===== src/rtl/led_pattern_engine.sv =====
// Purpose: steps one of four LED patterns (bounce, rotate, bar-fill, blink) at a
//          programmable rate, with pause, and drives the LED pins plus a step strobe.
// Latency: leds/step_pulse are registered; a step shows on the edge the counter expires.
// Ports:   system_clk, rst_n (sync, active-low), mode[1:0], step_delay, pause -> step_pulse, leds
module led_pattern_engine #(
  parameter int LED_COUNT  = 6,
  parameter int DIV_WIDTH  = 24,
  parameter bit ACTIVE_LOW = 1'b1
) (
  input  logic                 system_clk,
  input  logic                 rst_n,
  input  logic [1:0]           mode,
  input  logic [DIV_WIDTH-1:0] step_delay,
  input  logic                 pause,
  output logic                 step_pulse,
  output logic [LED_COUNT-1:0] leds
);

  localparam int LVL_W = $clog2(LED_COUNT + 1);

  localparam logic [1:0] MODE_BOUNCE = 2'd0;
  localparam logic [1:0] MODE_ROTATE = 2'd1;
  localparam logic [1:0] MODE_BAR    = 2'd2;
  localparam logic [1:0] MODE_BLINK  = 2'd3;

  localparam logic [LVL_W-1:0] LVL_MAX = LVL_W'(LED_COUNT);

  logic [LED_COUNT-1:0] pattern_q, pattern_d;
  logic                 dir_q, dir_d;
  logic [LVL_W-1:0]     level_q, level_d;
  logic [DIV_WIDTH-1:0] cnt_q, cnt_d;
  logic [1:0]           mode_q, mode_d;
  logic                 step_pulse_q, step_pulse_d;
  logic [LVL_W-1:0]     level_n;

  function automatic logic [LED_COUNT-1:0] init_pattern(input logic [1:0] m);
    case (m)
      MODE_BOUNCE, MODE_ROTATE: return LED_COUNT'(1);
      MODE_BAR:                 return '0;
      default:                  return '1;
    endcase
  endfunction

  // Thermometer mask with the low 'lvl' bits set; avoids a 1<<32 overflow at LED_COUNT=32.
  function automatic logic [LED_COUNT-1:0] bar_mask(input logic [LVL_W-1:0] lvl);
    logic [LED_COUNT-1:0] m;
    m = '0;
    for (int i = 0; i < LED_COUNT; i++) begin
      m[i] = (i < int'(lvl));
    end
    return m;
  endfunction

  always_comb begin
    pattern_d    = pattern_q;
    dir_d        = dir_q;
    level_d      = level_q;
    cnt_d        = cnt_q;
    mode_d       = mode_q;
    step_pulse_d = 1'b0;
    level_n      = level_q;

    if (mode != mode_q) begin
      // Mode change restarts the new pattern and wins over pause and any due step.
      mode_d    = mode;
      pattern_d = init_pattern(mode);
      dir_d     = 1'b1;
      level_d   = '0;
      cnt_d     = '0;
    end else if (!pause) begin
      // >= so that lowering step_delay below the current count steps immediately.
      if (cnt_q >= step_delay) begin
        cnt_d        = '0;
        step_pulse_d = 1'b1;
        case (mode_q)
          MODE_BOUNCE: begin
            // Reversal happens in the same step as the move: no dwell at the ends.
            if (LED_COUNT > 1) begin
              if (dir_q && pattern_q[LED_COUNT-1]) begin
                dir_d     = 1'b0;
                pattern_d = pattern_q >> 1;
              end else if (!dir_q && pattern_q[0]) begin
                dir_d     = 1'b1;
                pattern_d = pattern_q << 1;
              end else if (dir_q) begin
                pattern_d = pattern_q << 1;
              end else begin
                pattern_d = pattern_q >> 1;
              end
            end
          end
          MODE_ROTATE: begin
            pattern_d = (pattern_q << 1) | (pattern_q >> (LED_COUNT - 1));
          end
          MODE_BAR: begin
            if (dir_q) begin
              level_n = level_q + LVL_W'(1);
              if (level_n == LVL_MAX) dir_d = 1'b0;
            end else begin
              level_n = level_q - LVL_W'(1);
              if (level_n == '0) dir_d = 1'b1;
            end
            level_d   = level_n;
            pattern_d = bar_mask(level_n);
          end
          default: begin
            pattern_d = ~pattern_q;
          end
        endcase
      end else begin
        cnt_d = cnt_q + DIV_WIDTH'(1);
      end
    end
  end

  always_ff @(posedge system_clk) begin
    if (!rst_n) begin
      pattern_q    <= init_pattern(mode);
      dir_q        <= 1'b1;
      level_q      <= '0;
      cnt_q        <= '0;
      mode_q       <= mode;
      step_pulse_q <= 1'b0;
    end else begin
      pattern_q    <= pattern_d;
      dir_q        <= dir_d;
      level_q      <= level_d;
      cnt_q        <= cnt_d;
      mode_q       <= mode_d;
      step_pulse_q <= step_pulse_d;
    end
  end

  assign leds       = pattern_q ^ {LED_COUNT{ACTIVE_LOW}};
  assign step_pulse = step_pulse_q;

endmodule


===== config.mk =====
export PLATFORM = sky130hd
export DESIGN_NAME = led_pattern_engine
export DESIGN_NICKNAME = d
export VERILOG_FILES = /design/src/rtl/led_pattern_engine.sv
export SDC_FILE = /design/constraint.sdc
export NUM_CORES = 1
export LEC_CHECK = 0
export ABC_CLOCK_PERIOD_IN_PS = 3450
export BUFFER_PORTS_ARGS = -buffer_cell sky130_fd_sc_hd__clkbuf_2
export CELL_PAD_IN_SITES_DETAIL_PLACEMENT = 0
export CELL_PAD_IN_SITES_GLOBAL_PLACEMENT = 1
export CORE_MARGIN = 2
export CORE_UTILIZATION = 35
export CTS_BUF_LIST = sky130_fd_sc_hd__clkbuf_4 sky130_fd_sc_hd__clkbuf_8 sky130_fd_sc_hd__clkbuf_16
export DETAILED_ROUTE_END_ITERATION = 6
export HOLD_SLACK_MARGIN = 0.02
export PLACE_DENSITY_LB_ADDON = 0.1
export SYNTH_ARGS = -nofsm -noshare
export SYNTH_HDL_FRONTEND = slang
export SYNTH_SLANG_ARGS = --single-unit

===== constraint.sdc =====
create_clock -name system_clk -period 3.45 [get_ports system_clk]
set_clock_uncertainty 0.15 [all_clocks]
set_input_delay 0 -clock system_clk [delete_from_list [all_inputs] [get_ports system_clk]]
set_output_delay 0 -clock system_clk [all_outputs]
set_load 0.02 [all_outputs]

# After elaboration in Yosys (flattened, before gate mapping)
# Index checks and enable logic that the tools add are counted.
# word_totals
output_inout_bits	7
in_bits	29
regBits	37
wordCells	67
# classes
n_eq_ne	10
mux	24
bitwise	4
n_lt_le_gt_ge	7
add_sub_neg	3
n_reduce_logical	13
# op_table
operator	count
two-way mux 6 bit	7
adder 24 x 1 -> 24 bit, second input constant	1
>= comparator 24 bit	1
two-way mux 24 bit	1
one-hot mux 6 bit (3 select lines)	1
two-way mux 3 bit	5
one-hot mux 6 bit (2 select lines)	1
less-than comparator 1 x 3 -> 1 bit, first input constant	2
less-than comparator 2 x 3 -> 1 bit, first input constant	2
less-than comparator 3 bit, first input constant	2
two-way mux 1 bit	6
inverter 6 bit	1
bitwise OR 6 x 1 -> 6 bit	1
equality test 2 x 1 -> 1 bit, second input constant	2
equality test 2 bit, second input constant	2
logical NOT 2 bit	2
two-way mux 2 bit	2
AND reduction 4 bit	1
OR reduction 2 bit	2
adder 3 x 1 -> 3 bit, second input constant	1
equality test 3 bit, second input constant	1
logical NOT 3 bit	1
!= test 3 x 1 -> 1 bit, second input constant	1
!= test 3 x 2 -> 1 bit, second input constant	1
12 further kinds	14

# Logic depth before layout (Yosys ltp)
# Gate-level depths: netlist of the first run.
# depth
word_depth	12
depth_mapped	9
depth_no_buf	8

# Worst setup path after synthesis of the first run
# No wires, ideal clock.
# synth_path
kind	register to register
startpoint	reg cnt_q[0]
endpoint	reg pattern_q[0], enable pin
n_path_buf	0
setup_time_ps	330
period_less_slack_ps	2504
arrival_ps	2024
setup_slack_ps	946
stages_incl_launch_ff	9
required_ps	2970
cell_sequence	dfxtp_1 -> inv_1 -> ha_1 -> nand2b_4 -> a211oi_2 -> o2111ai_1 -> a221o_1 -> a21oi_1 -> o21ai_0
# synth_via
elab_chain_cells	3
# synth_rtl
element	line_no	source
start, declared	31	logic [DIV_WIDTH-1:0] cnt_q, cnt_d;
start signal, assigned	128	cnt_q <= cnt_d;
>= comparator 24 bit	72	if (cnt_q >= step_delay) begin
!= test 3 x 1 -> 1 bit (no source line)	n/a	
AND reduction 2 bit (no source line)	n/a	
end signal, assigned	118	pattern_q <= init_pattern(mode);
end signal, assigned	125	pattern_q <= pattern_d;
end, declared	28	logic [LED_COUNT-1:0] pattern_q, pattern_d;
# No other way between the ends.
# A chain may end at the register's enable or synchronous reset.

# Final worst setup path of the first run
# layout_path
startpoint	reg cnt_q[0]
endpoint	reg pattern_q[2], enable pin
# Same word-level chain as after synthesis.

==> results.md, run 1 <==
* Initial Utilization at 35.61%
* Async S/R FF share, synth at 0%
* Largest net degree at the start of global routing at 28
* Setup TNS at 0 ns
* Final routed DRC violation total at 0
* Req. time, crit path at 3.26 ns
* Cell area after synthesis at 2882 µm²
* DP Area at 3151 µm²
* Power per Cell Area at 317.6 nW/µm²
* Syn Nets at 388
* H-tree depth at 2
* CP max FO at 6
* Critical Path Max Stage Delay at 0.42 ns
* Syn Inst Count at 331
* WP data arrival at 2.53 ns
* Post-synth EDFFs at 8
* Top cell family by delay on the critical path: compound AO/OA/AOI/OAI gates
* CTS tree: yes
* Routed wire length at 6842 µm
* Drt first pass iters at 4
* Clk root buf: clkbuf_8
* Internal Power at 740.5 µW
* Min-delay worst type: in -> reg
* Top cell type's share of synthesized area at 20.15%
* Gr ovfl total at 0
* VDD IR-drop max at 0.0001708 V
* Vias in the first global route at 2,332
* Worst hold path depth at 4
* Top post-synthesis cells by area: dfxtp_1 (20%), ha_1 (12%), a211oi_2 (9.1%)
* Final Hold Fails at 0
* First-pass GRT wire length at 11,260 µm
* Main flop type after synthesis: dfxtp_1
* Seq pwr share at 46.3%
* Initial antenna violation count at 0
* CTS resizes at 0
* Initial DRC Count at 70
* Routed len/inst at 14.53 µm
* GPL Wtd Cong at 0.7432
* Register area share after synthesis at 28.48%
* Switching share of power at 29.24%
* Critical-path top delay cell: dfxtp_1
* Yosys warnings at 0
* Switch Pwr at 306.1 µW
* Nets at 422
* Synth-to-Final Area Change at 14.37%
* Post-CTS Setup Repair Bufs at 0
* Die X at 94.74 µm
* Cells on worst reg2reg path at 8
* Min Tclk post-route at 2.727 ns
* CP cell instances: inv_1 -> ha_1 -> nand2b_4 -> a211oi_2 -> o2111ai_1 -> a221o_1 -> a21oi_1 -> o21ai_0
* Critical path buffers and inverters at 1
* Sinks on Clock Net at 37
* Final setup violation count at 0
* Status: finished clean
* Crit path kind: reg -> reg
* Clock buffer depth at 2
* Most frequent cells in the layout: inv_1 (37), clkbuf_2 (35), dfxtp_1 (29)
* Max-Cap Viols at 0
* RSZ-0062 raised after global routing: false
* Worst setup EP type: register
* Worst-Skew Late Latency at 0.30 ns
* Clock network power share at 37.4%
* Total global-route track usage at 16.01%
* Fin. max-slew vios at 0
* Setup crit start kind: register
* Ports at 36
* Final ANT Viol Nets at 0
* Vias at 2,468
* Post-synth top area cell: dfxtp_1
* Via-per-instance ratio at 5.240
* Fin crit share at 79.04%
* I/O Buffers at 35
* CTS clk-pin slew, worst paths at 0.08 ns
* Hold-fix buffers, CTS at 3
* Die area at 8975 µm²
* FILL cells at 854
* Core area at 8093 µm²
* Relative slew margins at 47.92%
* Syn avg cell area at 8.705 µm²
* DP Wirelength at 5252 µm
* Diodes inserted at 0
* Worst setup margin at 0.7233 ns
* FP Rows at 33
* Inserted Clock Buffers at 5
* Max Freq at 366.7 MHz
* Finished Cell Area at 3296 µm²
* Pleak at 0.001404 µW
* Worst slew pin tran at 0.7730 ns
* Yosys reg bits at 37
* CP Depth at 8
* Netlist cell types at 51
* Die height at 94.74 µm
* Ratio of cells with drive above 1 in the final layout at 21.86%
* Logic pwr share at 16.4%
* DP Worst Slack at 0.7205 ns
* Most common cell after layout, fill and taps aside: inv_1
-- worst register-to-register path, delay by kind of cell, from the launching register on --
kind / cells / cell delay, ns
compound gates: 5 / 1.32
buf+inv: 1 / 0.09
fa+ha+maj: 1 / 0.28
simple gates: 1 / 0.14
flops: 1 / 0.42
-- cells in the mapped netlist, types with 8 or more instances --
| cell | count |
|---|---|
| inv_1 | 37 |
| dfxtp_1 | 29 |
| ha_1 | 28 |
| a21oi_1 | 25 |
| nand2_1 | 25 |
| a211oi_2 | 21 |
| nand3_1 | 15 |
| xor2_1 | 15 |
| o21ai_0 | 14 |
| nor2_1 | 13 |
| clkbuf_1 | 12 |
| xnor2_1 | 11 |
| edfxtp_1 | 8 |
| nand4_1 | 8 |
-- power by group through the flow --
stage          logic [µW]  registers, µW  clock network, µW
6_report              171            484                391
5_1_grt               190            487                420
4_1_cts               172            484                408
3_5_place_dp          169            494                  0
3_3_place_gp          169            494                  0
2_1_floorplan         122            478                  0
-- final timing paths --
path	from	to	slack, ns
max reg2reg	cnt_q[0]	pattern_q[2]	0.72
min reg2reg	level_q[1]	level_q[1]	0.33
min	rst_n	dir_q	0.12
max	cnt_q[0]	pattern_q[2]	0.72
-- kinds of logic (layout without fill, tap and decap cells) --
| kind of cell | Yosys count | after routing | share of synthesized area, % |
|---|---|---|---|
| AOI/OAI and AO/OA | 88 | 88 | 24.14 |
| muxes | 4 | 4 | 1.390 |
| xor gates and xnor gates | 26 | 26 | 7.903 |
| DFF | 37 | 37 | 28.48 |
| adders and majority gates | 28 | 28 | 12.16 |
| and+or+nand+nor | 92 | 92 | 17.98 |
| buffers and inverters | 56 | 91 | 7.946 |
-- final cells by class --
class	count	area (µm²)	area share, %
Tap cell	105	131.4	3.986
Multi-Input combinational cell	238	1832	55.58
Inverter	39	146.4	4.442
Clock inverter	3	46.29	1.405
Sequential cell	37	820.8	24.91
Timing Repair Buffer	44	250.2	7.593
Clock buffer	5	68.82	2.088
-- registers in the layout, indices dropped and copies added, names as in the netlist --
register	flops
cnt_q	24
pattern_q	6
level_q	3
mode_q	2
dir_q	1
step_pulse	1
-- layer usage --
metal	vias to the layer above	routed length, µm	GRT usage, %	share of wire (%)
li1	1262	-	-	-
met1	1140	3231	19.76	47
met2	56	3293	28.31	48
met3	10	205	2.634	3.0
met4	0	112	5.072	1.6
met5	-	0	0	0
-- stage by stage --
| stage | instances | util [%] | total power (µW) | hold WS [ns] |
|---|---|---|---|---|
| after floorplan | 331 | - | 599.9 | -0.05113 |
| final | 471 | 40.72 | 1047 | 0.1163 |
| after global routing | 471 | 40.72 | 1098 | 0.1408 |
| after CTS | 471 | 40.72 | 1065 | 0.1127 |
| after global placement | 460 | 38.93 | 662.8 | 0.1125 |
| after detailed placement | 460 | 38.93 | 663.0 | 0.1158 |
Power figures use the tool's default switching activity.
==> run 2, diff against run 1 <==
--- a/config.mk
+++ b/config.mk
@@ -5,7 +5,7 @@
 export SDC_FILE = /design/constraint.sdc
 export NUM_CORES = 1
 export LEC_CHECK = 0
-export ABC_CLOCK_PERIOD_IN_PS = 3450
+export ABC_CLOCK_PERIOD_IN_PS = 2200
 export BUFFER_PORTS_ARGS = -buffer_cell sky130_fd_sc_hd__clkbuf_2
 export CELL_PAD_IN_SITES_DETAIL_PLACEMENT = 0
 export CELL_PAD_IN_SITES_GLOBAL_PLACEMENT = 1
==> constraint.sdc (replaced) <==
create_clock -name system_clk -period 2.2 [get_ports system_clk]
set_clock_uncertainty 0.15 [all_clocks]
set_input_delay 0 -clock system_clk [delete_from_list [all_inputs] [get_ports system_clk]]
set_output_delay 0 -clock system_clk [all_outputs]
set_load 0.02 [all_outputs]
==> run 2 against run 1 <==
Effect of this change:
- the run now ends with negative setup slack left
- fmax rose by 21%
- flip-flop and latch count did not move
- highest routed layer unchanged
- worst hold slack got worse by 0.039 ns
- final area rose by 16%
- via count rose by 8.3%
- global-route usage rose by 1.3 points
- critical path depth did not move
- die area did not move
- sequential share of layout area fell by 3.3 points
- setup slack got worse by 0.77 ns
- non-clock buffer count rose by 47
- register-to-register slack got worse by 0.77 ns
- critical path type unchanged
==> results.md, run 2 (synthesis results as in run 1) <==
* Status: finished, violations left
* Failing checks: negative setup slack
* Vias at 2,674
* Ports at 36
* Power per Cell Area at 410.4 nW/µm²
* Initial DRC Count at 69
* Synth-to-Final Area Change at 33.13%
* H-tree depth at 2
* R2r setup slk at -0.05 ns
* Die area at 8975 µm²
* Clk root buf: clkbuf_8
* Worst setup margin at -0.04760 ns
* Pleak at 0.001655 µW
* Final routed DRC violation total at 0
* Most frequent cells in the layout: buf_4 (51), inv_1 (36), clkbuf_2 (35)
* Inserted Clock Buffers at 5
* Max Freq at 444.9 MHz
* Top flop regs: cnt_q: 24 flops, pattern_q: 6 flops, level_q: 3 flops
* CTS clk-pin slew, worst paths at 0.08 ns
* Die height at 94.74 µm
* CTS tree: yes
* Crit path kind: reg -> reg
* Worst Min Path Start: rst_n
* Most common cell after layout, fill and taps aside: buf_4
* Reg area at 827.0 µm²
* Biggest register: cnt_q
* Largest register FFs at 24
* Ratio of cells with drive above 1 in the final layout at 37.53%
* First-pass GRT wire length at 12,280 µm
* Critical-path top delay cell: a221o_1
* FP Rows at 33
* DP Wirelength at 5597 µm
* Worst-Skew Late Latency at 0.29 ns
* Die X at 94.74 µm
* Min Tclk post-route at 2.248 ns
* Nets at 469
* Crit. Startpoint: cnt_q[0]
* Req. time, crit path at 2.09 ns
* Critical path buffers and inverters at 1
* Fin cells at 518
* Setup crit start kind: register
* Top cell family by delay on the critical path: compound AO/OA/AOI/OAI gates
* DP Worst Slack at -0.1418 ns
* Final setup violation count at 7
* Final Util at 47.40%
* Vias in the first global route at 2,618
* Worst setup EP type: register
* Gr ovfl total at 0
* Multi-input gate area at 2014 µm²
* I/O Buffers at 35
* Placed cell count at 505
* GPL Wtd Cong at 0.8898
* Worst slew pin tran at 0.4334 ns
* Setup TNS at -0.3139 ns
* Routed len/inst at 14.14 µm
* Final Hold Fails at 0
* Critical Path Max Stage Delay at 0.43 ns
* Largest net degree at the start of global routing at 28
* Final ANT Viol Nets at 0
* Diodes inserted at 0
* Total global-route track usage at 17.35%
* CP max FO at 6
* WP data arrival at 2.13 ns
* Max-Cap Viols at 0
* Fin crit share at 102.2%
* Sinks on Clock Net at 37
* Drt first pass iters at 4
* Core area at 8093 µm²
* CP cell instances: inv_2 -> ha_4 -> nand2b_4 -> a211oi_2 -> o2111ai_2 -> a221o_1 -> a21oi_2 -> o21ai_4
* FILL cells at 847
* Min-delay worst type: in -> reg
* Initial Utilization at 35.61%
* Clock buffer depth at 2
* VDD IR-drop max at 0.0001810 V
* Via-per-instance ratio at 5.162
* Routed wire length at 7322 µm
* Fin. max-slew vios at 0
* RSZ-0062 raised after global routing: true
* Initial antenna violation count at 0
* FF-to-FF Start: cnt_q[0]
* Relative slew margins at 70.91%
==> run 2: changes by cell type in the layout (fill, tap and decap cells not counted), moves of 3 or more <==
| cell | delta |
|---|---|
| a21oi_1 | -3 |
| a21oi_2 | +3 |
| a211oi_2 | +3 |
| dfxtp_2 | +5 |
| ha_4 | +6 |
| dfxtp_1 | -5 |
| o21ai_0 | -4 |
| a211oi_1 | -3 |
| buf_4 | +45 |
| ha_1 | -6 |
==> run 2: worst reg2reg max path, cell delays in order, from the launching register on <==
cell and delay, ns:
dfxtp_2 0.34, inv_2 0.05, ha_4 0.20, nand2b_4 0.13
a211oi_2 0.20, o2111ai_2 0.18, a221o_1 0.43, a21oi_2 0.22
o21ai_4 0.11
==> run 2: per-stage QoR <==
| stage | total power (µW) | cell area, µm² | hold slack (ns) |
|---|---|---|---|
| floorplan | 943.0 | 2897 | -0.05113 |
| global placement | 1051 | 3516 | 0.1349 |
| CTS | 1595 | 3780 | 0.07234 |
| detailed placement | 1052 | 3516 | 0.1381 |
| global route | 1667 | 3836 | 0.1021 |
| finish | 1574 | 3836 | 0.07769 |
==> run 2: worst paths after layout <==
check            endpoint  depth (start not counted)
max          pattern_q[0]                          8
min             mode_q[0]                          3
max reg2reg  pattern_q[0]                          8
min reg2reg    level_q[1]                          2
==> run 2: area by class of cell <==
cell class | instances | area share (%)
tap | 105 | 3.425
sequential | 37 | 21.56
clock buffer | 8 | 2.544
multi-input combinational | 238 | 52.51
timing repair buffer | 91 | 16.14
inverter | 39 | 3.816
==> run 2: where the power goes <==
| group | internal [µW] | total [µW] | switching [µW] |
|---|---|---|---|
| Clock | 280 | 519 | 238 |
| Sequential | 720 | 745 | 24.9 |
| Combinational | 124 | 311 | 186 |
| Total | 1120 | 1570 | 450 |
==> run 2: what timing repair did <==
| action | 4_1_cts | 5_1_grt |
|---|---|---|
| setup buffers | 3 | 0 |
| hold buffers | 3 | 0 |
| pin swaps | 6 | 9 |
| gates resized for setup | 18 | 12 |
| endpoints found under the hold margin | 7 | 0 |
| endpoints found under the setup margin | 35 | 40 |
==> run 2: layer usage <==
layer	routed length [µm]	track usage [%]	share of wire (%)	vias to the layer above
li1	-	-	-	1353
met1	3194	20.66	44	1284
met2	3879	32.39	53	29
met3	162	2.713	2.2	8
met4	87	4.106	1.2	0
met5	0	0	0	-
